==> config.mk <==
export PLATFORM = sky130hd
export DESIGN_NAME = fetch_queue_flat
export DESIGN_NICKNAME = d
export VERILOG_FILES = /design/src/rtl/fetch_queue_if.sv /design/src/rtl/fetch_queue.sv /design/src/flat_wrapper.sv
export SDC_FILE = /design/constraint.sdc
export NUM_CORES = 1
export LEC_CHECK = 0
export CORE_MARGIN = 4
export CORE_UTILIZATION = 45
export DETAILED_ROUTE_END_ITERATION = 8
export GPL_TIMING_DRIVEN = 1
export PLACE_DENSITY = 0.67
export SKIP_CTS_REPAIR_TIMING = 1
export SLEW_MARGIN = 40
export SYNTH_ARGS = -nofsm -noshare
export SYNTH_HDL_FRONTEND = slang
export SYNTH_SLANG_ARGS = --single-unit
export TNS_END_PERCENT = 50
==> constraint.sdc <==
create_clock -name clk -period 4.46 [get_ports clk]
set_input_delay 0.446 -clock clk [delete_from_list [all_inputs] [get_ports clk]]
set_output_delay 0.446 -clock clk [all_outputs]
set_load 0.005 [all_outputs]
==> src/rtl/fetch_queue_if.sv <==
// Fetch-to-decode handshake bundle: fetch-side push channel, decode-side pop channel,
// flush redirect and occupancy.
interface fetch_queue_if #(
    parameter int unsigned WIDTH = 16,
    parameter int unsigned DEPTH = 4
);
    localparam int unsigned CW = $clog2(DEPTH) + 1;

    logic             flush;
    logic             in_valid;
    logic [WIDTH-1:0] in_pc;
    logic [WIDTH-1:0] in_instr;
    logic             in_ready;
    logic             out_valid;
    logic [WIDTH-1:0] out_pc;
    logic [WIDTH-1:0] out_instr;
    logic             out_ready;
    logic [CW-1:0]    count;

    // Master drives fetch entries, decode ready and flush.
    modport master (
        output flush, in_valid, in_pc, in_instr, out_ready,
        input  in_ready, out_valid, out_pc, out_instr, count
    );

    modport slave (
        input  flush, in_valid, in_pc, in_instr, out_ready,
        output in_ready, out_valid, out_pc, out_instr, count
    );
endinterface

==> src/rtl/fetch_queue.sv <==
// Instruction fetch queue: circular buffer of {pc, instr} between fetch and decode.
// Optional same-cycle pass-through when empty is enabled by FETCH_QUEUE_BYPASS_EN.
module fetch_queue #(
    parameter int unsigned WIDTH = 16,
    parameter int unsigned DEPTH = 4
) (
    input  logic          clk,
    input  logic          rst,
    fetch_queue_if.slave  bus
);
    localparam int unsigned PW = $clog2(DEPTH);
    localparam int unsigned CW = $clog2(DEPTH) + 1;

    logic [WIDTH-1:0] pc_mem    [DEPTH];
    logic [WIDTH-1:0] instr_mem [DEPTH];
    logic [PW-1:0]    wr_ptr;
    logic [PW-1:0]    rd_ptr;
    logic [CW-1:0]    count_q;

    logic full;
    logic empty;
    logic byp;
    logic push;
    logic pop;
    logic wr_en;
    logic rd_en;

    // Handshake decode; flush masks both sides and hides the head.
    always_comb begin
        full  = (count_q == CW'(DEPTH));
        empty = (count_q == CW'(0));
`ifdef FETCH_QUEUE_BYPASS_EN
        byp   = empty & bus.in_valid & ~bus.flush;
`else
        byp   = 1'b0;
`endif
        bus.in_ready  = ~full;
        bus.out_valid = (~empty | byp) & ~bus.flush;
        push  = bus.in_valid & ~full & ~bus.flush;
        pop   = bus.out_valid & bus.out_ready;
        // A bypassed entry consumed in the same cycle never touches storage.
        wr_en = push & ~(byp & bus.out_ready);
        rd_en = pop & ~byp;
        bus.count = count_q;
    end

    // Head presentation; zeros (NOP) whenever nothing valid is offered.
    always_comb begin
        bus.out_pc    = '0;
        bus.out_instr = '0;
        if (byp) begin
            bus.out_pc    = bus.in_pc;
            bus.out_instr = bus.in_instr;
        end else if (bus.out_valid) begin
            bus.out_pc    = pc_mem[rd_ptr];
            bus.out_instr = instr_mem[rd_ptr];
        end
    end

    always_ff @(posedge clk or posedge rst) begin
        if (rst) begin
            wr_ptr  <= '0;
            rd_ptr  <= '0;
            count_q <= '0;
        end else if (bus.flush) begin
            wr_ptr  <= '0;
            rd_ptr  <= '0;
            count_q <= '0;
        end else begin
            if (wr_en) wr_ptr <= wr_ptr + PW'(1);
            if (rd_en) rd_ptr <= rd_ptr + PW'(1);
            unique case ({wr_en, rd_en})
                2'b10:   count_q <= count_q + CW'(1);
                2'b01:   count_q <= count_q - CW'(1);
                default: count_q <= count_q;
            endcase
        end
    end

    // Storage is intentionally not reset; empty-gating hides stale data.
    always_ff @(posedge clk) begin
        if (wr_en) begin
            pc_mem[wr_ptr]    <= bus.in_pc;
            instr_mem[wr_ptr] <= bus.in_instr;
        end
    end
endmodule

==> src/flat_wrapper.sv <==
// flat-port wrapper written by rule: the top's interface ports become plain ports
module fetch_queue_flat 
#(
    parameter int unsigned WIDTH = 16,
    parameter int unsigned DEPTH = 4
)
  (clk, rst, bus_flush, bus_in_valid, bus_in_pc, bus_in_instr, bus_out_ready, bus_in_ready, bus_out_valid, bus_out_pc, bus_out_instr, bus_count);
  fetch_queue_if #(.WIDTH(WIDTH), .DEPTH(DEPTH)) bus_i ();
  input  logic clk;
  input  logic rst;
  input wire logic [$bits(bus_i.flush)-1:0] bus_flush;
  input wire logic [$bits(bus_i.in_valid)-1:0] bus_in_valid;
  input wire logic [$bits(bus_i.in_pc)-1:0] bus_in_pc;
  input wire logic [$bits(bus_i.in_instr)-1:0] bus_in_instr;
  input wire logic [$bits(bus_i.out_ready)-1:0] bus_out_ready;
  output wire logic [$bits(bus_i.in_ready)-1:0] bus_in_ready;
  output wire logic [$bits(bus_i.out_valid)-1:0] bus_out_valid;
  output wire logic [$bits(bus_i.out_pc)-1:0] bus_out_pc;
  output wire logic [$bits(bus_i.out_instr)-1:0] bus_out_instr;
  output wire logic [$bits(bus_i.count)-1:0] bus_count;
  assign bus_i.flush = bus_flush;
  assign bus_i.in_valid = bus_in_valid;
  assign bus_i.in_pc = bus_in_pc;
  assign bus_i.in_instr = bus_in_instr;
  assign bus_i.out_ready = bus_out_ready;
  assign bus_in_ready = bus_i.in_ready;
  assign bus_out_valid = bus_i.out_valid;
  assign bus_out_pc = bus_i.out_pc;
  assign bus_out_instr = bus_i.out_instr;
  assign bus_count = bus_i.count;
  fetch_queue #(.WIDTH(WIDTH), .DEPTH(DEPTH)) u_core (.clk(clk), .rst(rst), .bus(bus_i));
endmodule
# Word-level counts from Yosys, hierarchy flattened
# Memories as Yosys holds them, arrays and structs flattened.
# Index checks and enable logic that the tools add are counted.
# classes
n_addsub,4
n_eq_ne,3
muxes,10
bitwise,7
n_reduce_logical,4
# ops
cell,n
two-way mux 16 bit,2
two-way mux 2 bit,4
case mux 3 bit (2 select lines),1
"adder 2 x 1 -> 2 bit, second input constant",2
AND 1 bit,4
nonzero test 2 bit,2
"adder 3 x 1 -> 3 bit, second input constant",1
"== test 3 bit, second input constant",1
logical NOT 3 bit,1
two-way mux 3 bit,1
NOT 1 bit,3
nonzero test 3 bit,1
"subtractor 3 x 1 -> 3 bit, second input constant",1
"== test 2 x 1 -> 1 bit, second input constant",1
"== test 2 bit, second input constant",1
two-way mux 1 bit,2
# word_totals
reg_bits,7
ramBits,128
word_cells,33
memories,2
# memory_table
name,words,width,rd,rd_ports_with_merged_regs,write_ports,line,text
u_core.instr_mem,4,16,1,0,1,fetch_queue.sv:15,logic [WIDTH-1:0] instr_mem [DEPTH];
u_core.pc_mem,4,16,1,0,1,fetch_queue.sv:14,logic [WIDTH-1:0] pc_mem [DEPTH];

# Logic depth before layout (Yosys ltp)
# logic_depth
ltp_word,7
mapped_depth,10

# Least setup slack after synthesis
# No wires, ideal clock.
# synth_path
kind,reg-to-reg
from,"register u_core.count_q[2], in the netlist u_core.bus.count[2]"
to,memory u_core.instr_mem[0][0] (enable)
setup_time_ps,392
arrival_ps,1773
t_required_ps,4068
setup_slack_ps,2295
path_stages_with_launch,5
n_path_buf,1
period_less_slack_ps,2165
cell_sequence,dfrtp_1 > buf_2 > nor3b_2 > nor3_1 > and2_1
# synth_via
elab_chain_len,6
# synth_lines
element,line,text
from (decl),fetch_queue.sv:18,logic [CW-1:0] count_q;
from (signal assigned),fetch_queue.sv:73,2'b10: count_q <= count_q + CW'(1);
from (signal assigned),fetch_queue.sv:74,2'b01: count_q <= count_q - CW'(1);
from (signal assigned),fetch_queue.sv:75,default: count_q <= count_q;
== test 3 bit,fetch_queue.sv:30,full = (count_q == CW'(DEPTH));
NOT 1 bit,fetch_queue.sv:39,push = bus.in_valid & ~full & ~bus.flush;
AND 1 bit (2 in series),fetch_queue.sv:39,
two-way mux 1 bit,fetch_queue.sv:82,if (wr_en) begin
two-way mux 1 bit (implied by the code),fetch_queue.sv:84,instr_mem[wr_ptr] <= bus.in_instr;
to (decl),fetch_queue.sv:15,
# Every way passes these cells.

# Worst setup path in the final report
# layout_path
from,register u_core.rd_ptr[0]
to,output port bus_out_pc[15]
# layout_via
elab_chain_len,2
# layout_lines
element,line,text
from (decl),fetch_queue.sv:17,logic [PW-1:0] rd_ptr;
from (signal assigned),fetch_queue.sv:71,if (rd_en) rd_ptr <= rd_ptr + PW'(1);
memory (4 x 16 bit),-,
two-way mux 16 bit,fetch_queue.sv:54,end else if (bus.out_valid) begin
to (decl),flat_wrapper.sv:18,output wire logic [$bits(bus_i.out_pc)-1:0] bus_out_pc;
# Every way passes these cells.

==> run metrics <==
status=finished, final reports clean; Slew @ Worst Pin=0.536 ns; Final Skew=approximately 0.015 ns; Worst Path Required=4.01 ns; height of the die=between 100 and 150 um; pre-CTS setup slack=1.50 ns; largest net degree at the start of global routing=33; critical path class=reg2out; hold violation count in the final report=0; Residual DRC=0; top cells by area, synth=edfxtp_1 (67%), mux4_2 (11%), nor2b_4 (6.8%); Final period util=69.6%; Syn Area/Cell=20.8 um^2; CP peak stage delay=0.69 ns; Root Driver=clkbuf_16; RSZ-0062 raised after global routing=false; Yosys warning count=0; crit-path cells=buf_4 -> mux4_1 -> nor2b_1 -> clkdlybuf4s50_1; Clk pin slew, worst setup/hold paths=0.06 ns; CP delay by family, top=buffers and inverters; power per cell area=469 mW/mm^2; Yosys cell types=39; I/O pins=74; placed cell count=501; met3 Resource Use GR=4.96%; vias in the first global route=2,985; non-filler cells in the finished layout=532; Core Area=0.0122 mm^2; Diodes inserted=0; fin util=between 50 and 60%; M2 GR Usage=a little under a quarter; fmax=322 MHz; Leak=2.36 nW; CTS sink cnt=~140; 1st-pass router iterations=5; WL/cell=18.9 um; # fillers=~960; DR iter-0 viols=153; Vias=about 2,700; initial antenna violation count=0; Site Rows=40; Final HPWL DP=5960 um; GP Congestion=0.724; Synth Cell Area=0.00571 mm^2; Worst Setup End Kind=primary output; busiest grt layer=met2; first-pass GRT wire length=15,800 um; Worst R2R Setup Slack=2.08 ns; Slowest-stage cell, CP=dfrtp_2; commonest non-fill, non-tap cell in the layout=edfxtp_1; Final TNS setup=0 ns; share of layout cells above drive strength 1=27.5%; syn nets=316; CTS buffer count=17; initial core utilization=46.7%; Critical Path Source=u_core.rd_ptr[0]$_DFFE_PP0P_; Tmin final=3.10 ns; grt ovf=0; Max H-tree Level=4; Hold WC Path Type=in2async; Slew headroom=64.3%; Clock Latency Late Sink=around 0.41 ns; met1 usage=18.8%; final WL=10,100 um; Die X=roughly 120 um; Port Buffer Count=73; CTS tree=done; Max Slew Vio Count=0; setup ws final=roughly 1.4 ns; VDD IR max=0.000259 V; CP bufs+invs=2; post-route ant nets=0; Seq/Total Area, Yosys=70.4%; GRT Total Usage=about 15%; peak fanout along the critical path=15; synth-to-layout area growth=25.5%; crit path DAT=between 2 and 3 ns; post-synthesis register bit count=135; die area=0.0145 mm^2; most frequent cells in the layout=edfxtp_1 (128), clkdlybuf4s50_1 (73), mux4_2 (28), nor2b_4 (28), clkbuf_16 (17); Yosys top cell area share=67.4%; Final #Nets=394; post-synthesis cell count=between 200 and 300; Worst setup SP type=flop; Synth area leader=edfxtp_1; max-cap viol count=0; buffer levels on the longest clock path=2; vias per std cell=5.11; Final setup viols=0; reg2reg start=u_core.bus.count[0]$_DFFE_PP0P_
-- kinds of logic (layout without fill, tap and decap cells) --
group	count (synthesis)	count (layout)	synth area share (%)
flops	135	135	70.4
buf+inv	26	116	3.33
xor+xnor	3	3	0.461
compound gates	17	17	2.00
fa+ha+maj	5	5	1.23
simple gates	56	56	9.67
mux	32	32	12.9
-- final cells by class --
| class | count | area (um^2) | area share (%) |
|---|---|---|---|
| sequential | 135 | 4020 | 56.1 |
| multi-input combinational | 113 | 1510 | 21.1 |
| timing repair buffer | 77 | 793 | 11.1 |
| clock buffer | 18 | 429 | 5.99 |
| tap | 168 | 210 | 2.93 |
| clock inverter | 13 | 170 | 2.38 |
| inverter | 8 | 30.0 | 0.419 |
-- stage by stage --
stage               power, W  cell area [um^2]  hold WS, ns
global placement     0.00197              6510        0.579
global route         0.00349              7160        0.297
detailed placement   0.00199              6570        0.592
CTS                  0.00340              7160        0.267
floorplan            0.00183              5710        0.249
finish               0.00336              7160        0.273
-- routing by layer --
layer  up-vias  part of all wire (%)  wire length, um
li1       1235                     -                -
met1      1390                    44             4450
met2        85                    49             4930
met3         6                   6.0              603
met4         0                  0.90               91
met5         -                     0                0
-- power by group --
| part | switching [W] | internal [W] |
|---|---|---|
| clock network | 0.000527 | 0.000884 |
| registers | 0.0000448 | 0.00144 |
| logic | 0.000186 | 0.000286 |
-- worst reg2reg max path, cell delays in order, from the launching register on --
cell and delay, ns:
dfrtp_1 0.54, nor3_1 0.24, or2_4 0.49, nor2_1 0.13, fa_1 0.52, o2111ai_1 0.10
a211oi_1 0.25
-- cell usage after synthesis, drive strengths merged --
cell type and number:
o22ai 2, ha 4, fa 1, a211oi 1, nand3 4, edfxtp 128
o21a 1, o41ai 1, mux4 32, o31ai 1, a221oi 1, xnor2 1
clkbuf 2, nor2b 32, o311ai 1, a21oi 3, xor2 2, nor2 4
or3b 1, o21ai 4, o2111ai 1, nand2 1, nand2b 2, inv 8
buf 16, nand3b 1, or2 2, dfrtp 7, a311oi 1, nor3b 2
nor3 2, and2 5
-- state kept, by name, indices dropped and copies added (netlist names) --
| name | flops |
|---|---|
| u_core.bus.count | 3 |
| u_core.instr_mem | 64 |
| u_core.pc_mem | 64 |
| u_core.rd_ptr | 2 |
| u_core.wr_ptr | 2 |
-- worst paths after layout --
| path | endpoint | depth (start not counted) |
|---|---|---|
| max in group asynchronous | u_core.rd_ptr[0]$_DFFE_PP0P_ | 2 |
| min reg2reg | u_core.wr_ptr[1]$_DFFE_PP0P_ | 2 |
| min | u_core.wr_ptr[1]$_DFFE_PP0P_ | 2 |
| max reg2reg | u_core.bus.count[1]$_DFFE_PP0P_ | 6 |
| min in group clk | u_core.wr_ptr[1]$_DFFE_PP0P_ | 2 |
| max | bus_out_pc[15] | 4 |
No activity file was read; power rests on OpenSTA's default activity.
